`config.mk`:
```
export PLATFORM = sky130hd
export DESIGN_NAME = rect_fill_scheduler
export DESIGN_NICKNAME = d
export VERILOG_FILES = /design/src/rtl/rect_fill_scheduler_pkg.sv /design/src/rtl/rect_fill_scheduler_counter_2d.sv /design/src/rtl/rect_fill_scheduler.sv
export SDC_FILE = /design/constraint.sdc
export NUM_CORES = 1
export LEC_CHECK = 0
export CAP_MARGIN = 5
export CORE_AREA = 10 10 178 180
export CTS_BUF_LIST = sky130_fd_sc_hd__clkbuf_2 sky130_fd_sc_hd__clkbuf_4 sky130_fd_sc_hd__clkbuf_8
export CTS_CLUSTER_DIAMETER = 150
export DETAILED_ROUTE_END_ITERATION = 8
export DIE_AREA = 0 0 188 190
export PLACE_DENSITY = 0.56
export SLEW_MARGIN = 20
export SYNTH_ARGS = -nofsm -noshare
export SYNTH_HDL_FRONTEND = slang
export SYNTH_HIERARCHICAL = 1
export SYNTH_SLANG_ARGS = --single-unit
export TNS_END_PERCENT = 10
```
`constraint.sdc`:
```
create_clock -name clk -period 8.9 [get_ports clk]
set_clock_uncertainty 0.15 [all_clocks]
set_input_delay 2.225 -clock clk [delete_from_list [all_inputs] [get_ports clk]]
set_output_delay 2.225 -clock clk [all_outputs]
set_load 0.02 [all_outputs]
```
`src/rtl/rect_fill_scheduler_pkg.sv`:
```
// Shared types for the rectangle fill scheduler.
//   fill_state_t : scheduler FSM states
//   rect_cmd_t   : one fill command (bounds + colour), carried at a fixed
//                  maximum width so any WIDTH/HEIGHT/COLOR_BITS instance of
//                  the scheduler can use the same type
//   normalise_rect : orders each bound pair and clamps it to the screen
package rect_fill_scheduler_pkg;

    localparam int CMD_COORD_BITS = 16;
    localparam int CMD_COLOR_BITS = 32;

    typedef enum logic [1:0] {
        ST_IDLE = 2'd0,
        ST_LOAD = 2'd1,
        ST_FILL = 2'd2,
        ST_DONE = 2'd3
    } fill_state_t;

    typedef struct packed {
        logic [CMD_COORD_BITS-1:0] x0;
        logic [CMD_COORD_BITS-1:0] y0;
        logic [CMD_COORD_BITS-1:0] x1;
        logic [CMD_COORD_BITS-1:0] y1;
        logic [CMD_COLOR_BITS-1:0] color;
    } rect_cmd_t;

    function automatic logic [CMD_COORD_BITS-1:0] clamp_coord(
        input logic [CMD_COORD_BITS-1:0] v,
        input logic [CMD_COORD_BITS-1:0] lim
    );
        return (v > lim) ? lim : v;
    endfunction

    // Swap first, then clamp: a reversed pair that straddles the screen edge
    // still covers the visible part of the span.
    function automatic rect_cmd_t normalise_rect(
        input rect_cmd_t                 c,
        input logic [CMD_COORD_BITS-1:0] x_lim,
        input logic [CMD_COORD_BITS-1:0] y_lim
    );
        rect_cmd_t n;
        n = c;
        if (c.x0 > c.x1) begin
            n.x0 = c.x1;
            n.x1 = c.x0;
        end
        if (c.y0 > c.y1) begin
            n.y0 = c.y1;
            n.y1 = c.y0;
        end
        n.x0 = clamp_coord(n.x0, x_lim);
        n.x1 = clamp_coord(n.x1, x_lim);
        n.y0 = clamp_coord(n.y0, y_lim);
        n.y1 = clamp_coord(n.y1, y_lim);
        return n;
    endfunction

endpackage

```
`src/rtl/rect_fill_scheduler_counter_2d.sv`:
```
// Raster scan counter: x runs fastest from x_start to x_end, then y steps.
//   clk, rst : clock and synchronous load of (x_start, y_start)
//   en       : advance one position
//   x_start/x_end, y_start/y_end : inclusive scan bounds
//   x, y     : current position
//   last     : current position is (x_end, y_end)
module rect_fill_scheduler_counter_2d #(
    parameter int XW = 10,
    parameter int YW = 9
) (
    input  logic          clk,
    input  logic          rst,
    input  logic          en,
    input  logic [XW-1:0] x_start,
    input  logic [XW-1:0] x_end,
    input  logic [YW-1:0] y_start,
    input  logic [YW-1:0] y_end,
    output logic [XW-1:0] x,
    output logic [YW-1:0] y,
    output logic          last
);

    logic x_wrap;
    logic y_wrap;

    assign x_wrap = (x == x_end);
    assign y_wrap = (y == y_end);
    assign last   = x_wrap && y_wrap;

    always_ff @(posedge clk) begin
        if (rst) begin
            x <= x_start;
            y <= y_start;
        end else if (en) begin
            if (x_wrap) begin
                x <= x_start;
                y <= y_wrap ? y_start : y + 1'b1;
            end else begin
                x <= x + 1'b1;
            end
        end
    end

endmodule

```
`src/rtl/rect_fill_scheduler.sv`:
```
// Round-robin scheduler that accepts rectangle fill commands from N_REQ
// requesters and streams the covered pixels, in raster order, to a
// framebuffer write port with a valid/ready handshake.
//   clk, rst           : clock, synchronous active-high reset
//   req_valid/ready    : per-requester command handshake (ready only in IDLE)
//   req_x0/x1, y0/y1   : per-requester inclusive bounds, any order
//   req_color          : per-requester fill colour
//   req_done           : one-cycle completion pulse for the served requester
//   pix_valid/ready    : pixel write handshake
//   pix_x/y/color      : pixel write data
//   busy, active_id    : scheduler occupied / requester being served
//
// state | meaning
// IDLE  | wait for a request, grant round-robin after last_grant
// LOAD  | scan counter loads (xmin, ymin)
// FILL  | present pixels, advance on each accepted write
// DONE  | pulse req_done, remember the served requester
module rect_fill_scheduler
    import rect_fill_scheduler_pkg::*;
#(
    parameter  int N_REQ      = 4,
    parameter  int WIDTH      = 640,
    parameter  int HEIGHT     = 480,
    parameter  int COLOR_BITS = 12,
    localparam int X_BITS     = $clog2(WIDTH),
    localparam int Y_BITS     = $clog2(HEIGHT),
    localparam int ID_BITS    = $clog2(N_REQ)
) (
    input  logic                        clk,
    input  logic                        rst,
    input  logic [N_REQ-1:0]            req_valid,
    output logic [N_REQ-1:0]            req_ready,
    input  logic [N_REQ*X_BITS-1:0]     req_x0,
    input  logic [N_REQ*X_BITS-1:0]     req_x1,
    input  logic [N_REQ*Y_BITS-1:0]     req_y0,
    input  logic [N_REQ*Y_BITS-1:0]     req_y1,
    input  logic [N_REQ*COLOR_BITS-1:0] req_color,
    output logic [N_REQ-1:0]            req_done,
    output logic                        pix_valid,
    input  logic                        pix_ready,
    output logic [X_BITS-1:0]           pix_x,
    output logic [Y_BITS-1:0]           pix_y,
    output logic [COLOR_BITS-1:0]       pix_color,
    output logic                        busy,
    output logic [ID_BITS-1:0]          active_id
);

    fill_state_t state, state_nxt;

    logic [ID_BITS-1:0]    last_grant;
    logic [ID_BITS-1:0]    grant_id;
    logic                  grant_found;
    logic [ID_BITS-1:0]    cand;
    rect_cmd_t             cmd_in;
    rect_cmd_t             cmd_norm;

    logic [X_BITS-1:0]     xmin, xmax;
    logic [Y_BITS-1:0]     ymin, ymax;
    logic [COLOR_BITS-1:0] color_q;

    logic [X_BITS-1:0]     cnt_x;
    logic [Y_BITS-1:0]     cnt_y;
    logic                  cnt_last;
    logic                  cnt_rst;
    logic                  pix_fire;

    // Search starts one past the last served requester so nobody is served
    // twice while another is waiting. Held off during reset.
    always_comb begin
        grant_found = 1'b0;
        grant_id    = '0;
        cand        = '0;
        for (int i = 1; i <= N_REQ; i++) begin
            cand = ID_BITS'((int'(last_grant) + i) % N_REQ);
            if (!grant_found && !rst && req_valid[cand]) begin
                grant_found = 1'b1;
                grant_id    = cand;
            end
        end
    end

    always_comb begin
        cmd_in       = '0;
        cmd_in.x0    = CMD_COORD_BITS'(req_x0[grant_id*X_BITS +: X_BITS]);
        cmd_in.x1    = CMD_COORD_BITS'(req_x1[grant_id*X_BITS +: X_BITS]);
        cmd_in.y0    = CMD_COORD_BITS'(req_y0[grant_id*Y_BITS +: Y_BITS]);
        cmd_in.y1    = CMD_COORD_BITS'(req_y1[grant_id*Y_BITS +: Y_BITS]);
        cmd_in.color = CMD_COLOR_BITS'(req_color[grant_id*COLOR_BITS +: COLOR_BITS]);
        cmd_norm     = normalise_rect(cmd_in, CMD_COORD_BITS'(WIDTH - 1),
                                      CMD_COORD_BITS'(HEIGHT - 1));
    end

    always_comb begin
        state_nxt = state;
        req_ready = '0;
        pix_valid = 1'b0;
        case (state)
            ST_IDLE: begin
                if (grant_found) begin
                    req_ready[grant_id] = 1'b1;
                    state_nxt           = ST_LOAD;
                end
            end
            ST_LOAD: state_nxt = ST_FILL;
            ST_FILL: begin
                pix_valid = 1'b1;
                if (pix_ready && cnt_last) begin
                    state_nxt = ST_DONE;
                end
            end
            ST_DONE: state_nxt = ST_IDLE;
            default: state_nxt = ST_IDLE;
        endcase
    end

    // req_done is registered out of DONE, so it appears the cycle after
    // DONE while the FSM is already back in IDLE.
    always_ff @(posedge clk) begin
        if (rst) begin
            state      <= ST_IDLE;
            last_grant <= ID_BITS'(N_REQ - 1);
            active_id  <= '0;
            xmin       <= '0;
            xmax       <= '0;
            ymin       <= '0;
            ymax       <= '0;
            color_q    <= '0;
            req_done   <= '0;
        end else begin
            state    <= state_nxt;
            req_done <= '0;
            if (state == ST_IDLE && grant_found) begin
                active_id <= grant_id;
                xmin      <= X_BITS'(cmd_norm.x0);
                xmax      <= X_BITS'(cmd_norm.x1);
                ymin      <= Y_BITS'(cmd_norm.y0);
                ymax      <= Y_BITS'(cmd_norm.y1);
                color_q   <= COLOR_BITS'(cmd_norm.color);
            end
            if (state == ST_DONE) begin
                req_done[active_id] <= 1'b1;
                last_grant          <= active_id;
            end
        end
    end

    assign pix_fire = pix_valid && pix_ready;
    assign cnt_rst  = rst || (state == ST_LOAD);

    rect_fill_scheduler_counter_2d #(
        .XW (X_BITS),
        .YW (Y_BITS)
    ) u_counter_2d (
        .clk     (clk),
        .rst     (cnt_rst),
        .en      (pix_fire),
        .x_start (xmin),
        .x_end   (xmax),
        .y_start (ymin),
        .y_end   (ymax),
        .x       (cnt_x),
        .y       (cnt_y),
        .last    (cnt_last)
    );

    // Pixel data is forced to zero outside FILL so idle outputs match reset.
    assign pix_x     = (state == ST_FILL) ? cnt_x   : '0;
    assign pix_y     = (state == ST_FILL) ? cnt_y   : '0;
    assign pix_color = (state == ST_FILL) ? color_q : '0;
    assign busy      = (state != ST_IDLE);

endmodule

```
==> flow_summary_export.csv <==
group,metric,value,unit
run_status,status,"completed",
routing,dr.first_iter.drc_count,496,
timing,holdWs,0.308,ns
global_routing,grt_usage,14.1,%
synthesis,syn_avg_cell_area,7.70,um2
synthesis,yosysSeqAreaShare,25.4,%
timing,setup_viol,0,
floorplanning,fp-row-count,62,
synthesis,async_reset_ff_share,0,%
timing,finalSetupTns,0,ns
timing,relSlewSlack,33.1,%
synthesis,syn_area,6970,um2
layout,drive_gt1_share,7.49,%
floorplanning,die_area,35700,um2
timing,tightest_slew,1.00,ns
routing,drt-pass1-iter-count,5,
synthesis,ys_ff_latch,79,
synthesis,synth_edf_count,19,
synthesis,synth_area_leader_cell,"dfxtp_1",
clocking,clock_path_buffers,2,
global_routing,first_global_vias,7087,
layout,diodes,0,
floorplanning,die_h,190,um
floorplanning,ios,250,
setup_path,cp_max_fo,33,
clocking,ctsRootBufferMaster,"clkbuf_8",
routing,drtAntennaViolNets,0,
worst_hold_path,worst_hold_path_type,"flop to flop",
routing,wl,26500,um
placement,dp_slack,1.41,ns
clocking,cts_setup_buffers,0,
power,p_leak,0.00413,uW
setup_path,cp-end-kind,"primary output",
placement,gp_congestion,0.856,
timing,min_period_over_period,80.6,%
timing,finalHoldViolations,0,
clocking,hold_buffers,0,
layout,syn_to_final_growth,43.5,%
global_routing,overflow,0,
clocking,cts_tree,"done",
clocking,cts_buffers,9,
clocking,cts_resized,0,
power,powerDensity,229,nW/um2
power,max-vdd-ir-drop,0.0000858,V
floorplanning,start_util,24.7,%
placement,place_inst,1489,
layout,fillers,2994,
routing,routed_via_density,4.77,
synthesis,netlist.area_leader.share,17.2,%
setup_path,arrival,4.80,ns
global_routing,antenna_found_initial,0,
layout,seqCellArea,1770,um2
synthesis,synthTopCellsByCount,"nand2_1, nand3_1, dfxtp_1, mux2i_1, clkbuf_1",
job,cap_violations,0,
floorplanning,core,28200,um2
synthesis,synth.distinct_cells,71,
routing,drc_errors,0,
setup_path,worstSetupStartpointType,"input port",
global_routing,grt_max_degree,72,
timing,fin_crit,7.18,ns
clocking,h-tree-depth,3,
floorplanning,die_x,188,um
synthesis,synth_nets,1137,
timing,rsz0062_at_grt,"no",
synthesis,yosys_most_used_dff,"dfxtp_1",
timing,fmax,139,MHz
routing,wire_per_inst,17.6,um
layout,multi_input_area,4850,um2
synthesis,synthCells,905,
global_routing,grt_pass1_wl,40800,um
setup_path,cp.required,6.53,ns
synthesis,yosysWarnings,6,
synthesis,synth.area.top_cells,"dfxtp_1, nand2_1, mux2i_1, edfxtp_1, nand3_1",
setup_path,criticalPathCategory,"input port to primary output",
timing,slew_violations,0,
timing,finalWorstSetupSlack,1.72,ns
layout,stdcell_count,1505,
clocking,cts.sinks,79,
placement,dp_hpwl,21700,um
layout,fin_nets,1348,
placement,port_buffers,249,
routing,vias,7184,
clocking,cts.clk_slew.worst_paths,0.08,ns
synthesis,synth_most_common_cell,"nand2_1",
clocking,clock_latency,0.36,ns
-- sequential cells by signal, indices dropped and copies added (netlist names) --
| signal | count |
|---|---|
| u_counter_2d/y | 9 |
| xmax | 10 |
| u_counter_2d/x | 10 |
| last_grant | 2 |
| state | 2 |
| color_q | 12 |
| active_id | 2 |
| xmin | 10 |
| ymax | 9 |
| ymin | 9 |
| req_done | 4 |
-- placed cells by master, fill, tap and decap left out, types with 21 or more instances in the layout --
master,instances
clkdlybuf4s50_1,249
a21oi_1,21
and2_1,33
nand2_1,220
ha_1,25
nand3_1,85
o21ai_0,27
inv_1,23
mux2i_1,58
xor2_1,27
and3_1,26
dfxtp_1,60
nor2_1,29
-- layer usage --
metal  routed length (um)  vias to the layer above  share of wire [%]  GRT usage [%]
li1                     -                     3624                  -              -
met1                12600                     3336                 47           19.2
met2                12300                      211                 46           22.7
met3                 1380                       13                5.2           2.82
met4                  232                        0               0.87           2.58
met5                    0                        -                  0              0
-- through the flow --
stage / util (%) / power, uW / area [um2]
6_report: 35.4 / 2290 / 10000
5_1_grt: 35.4 / 2480 / 10000
4_1_cts: 35.4 / 2310 / 10000
3_5_place_dp: 34.7 / 2010 / 9790
3_3_place_gp: 34.7 / 1990 / 9790
2_1_floorplan: - / 1580 / 6970
-- layout make-up --
cell class / instances / share of cell area (%)
inverters: 24 / 0.900
clock buffers: 9 / 1.24
flip-flops and latches: 79 / 17.7
repair buffers: 263 / 26.0
multi-input cells: 739 / 48.4
clock inverters: 7 / 0.950
well taps: 384 / 4.80
-- cells by family after synthesis --
group,share of synthesized area (%)
compound gates,16.1
xor+xnor,4.38
fa+ha+maj,4.49
buf+inv,5.64
flops,25.4
mux,14.5
simple gates,29.5
-- path summary, 6_finish.rpt --
check                        startpoint                      end  slack [ns]  depth (start not counted)
min reg2reg     color_q[6]$_SDFFE_PP0P_  color_q[6]$_SDFFE_PP0P_        0.31                          2
max                        req_valid[3]             req_ready[1]        1.72                          6
min             color_q[6]$_SDFFE_PP0P_  color_q[6]$_SDFFE_PP0P_        0.31                          2
max reg2reg  last_grant[1]$_SDFFE_PP1N_     xmin[4]$_SDFFE_PP0P_        3.61                         14
-- report_power, final --
part | switching (uW) | leakage, uW | internal (uW)
registers | 148 | 0.000693 | 530
logic | 712 | 0.00333 | 603
clock network | 141 | 0.000110 | 159
total | 1000 | 0.00413 | 1290
-- worst max-delay path, cell delays in order --
cell and delay, ns:
clkdlybuf4s50_1 0.59, inv_1 0.06, a311o_1 0.43, o211a_2 0.53, nor3_1 0.30, clkdlybuf4s50_1 0.65
(Power assumes the default switching activity.)
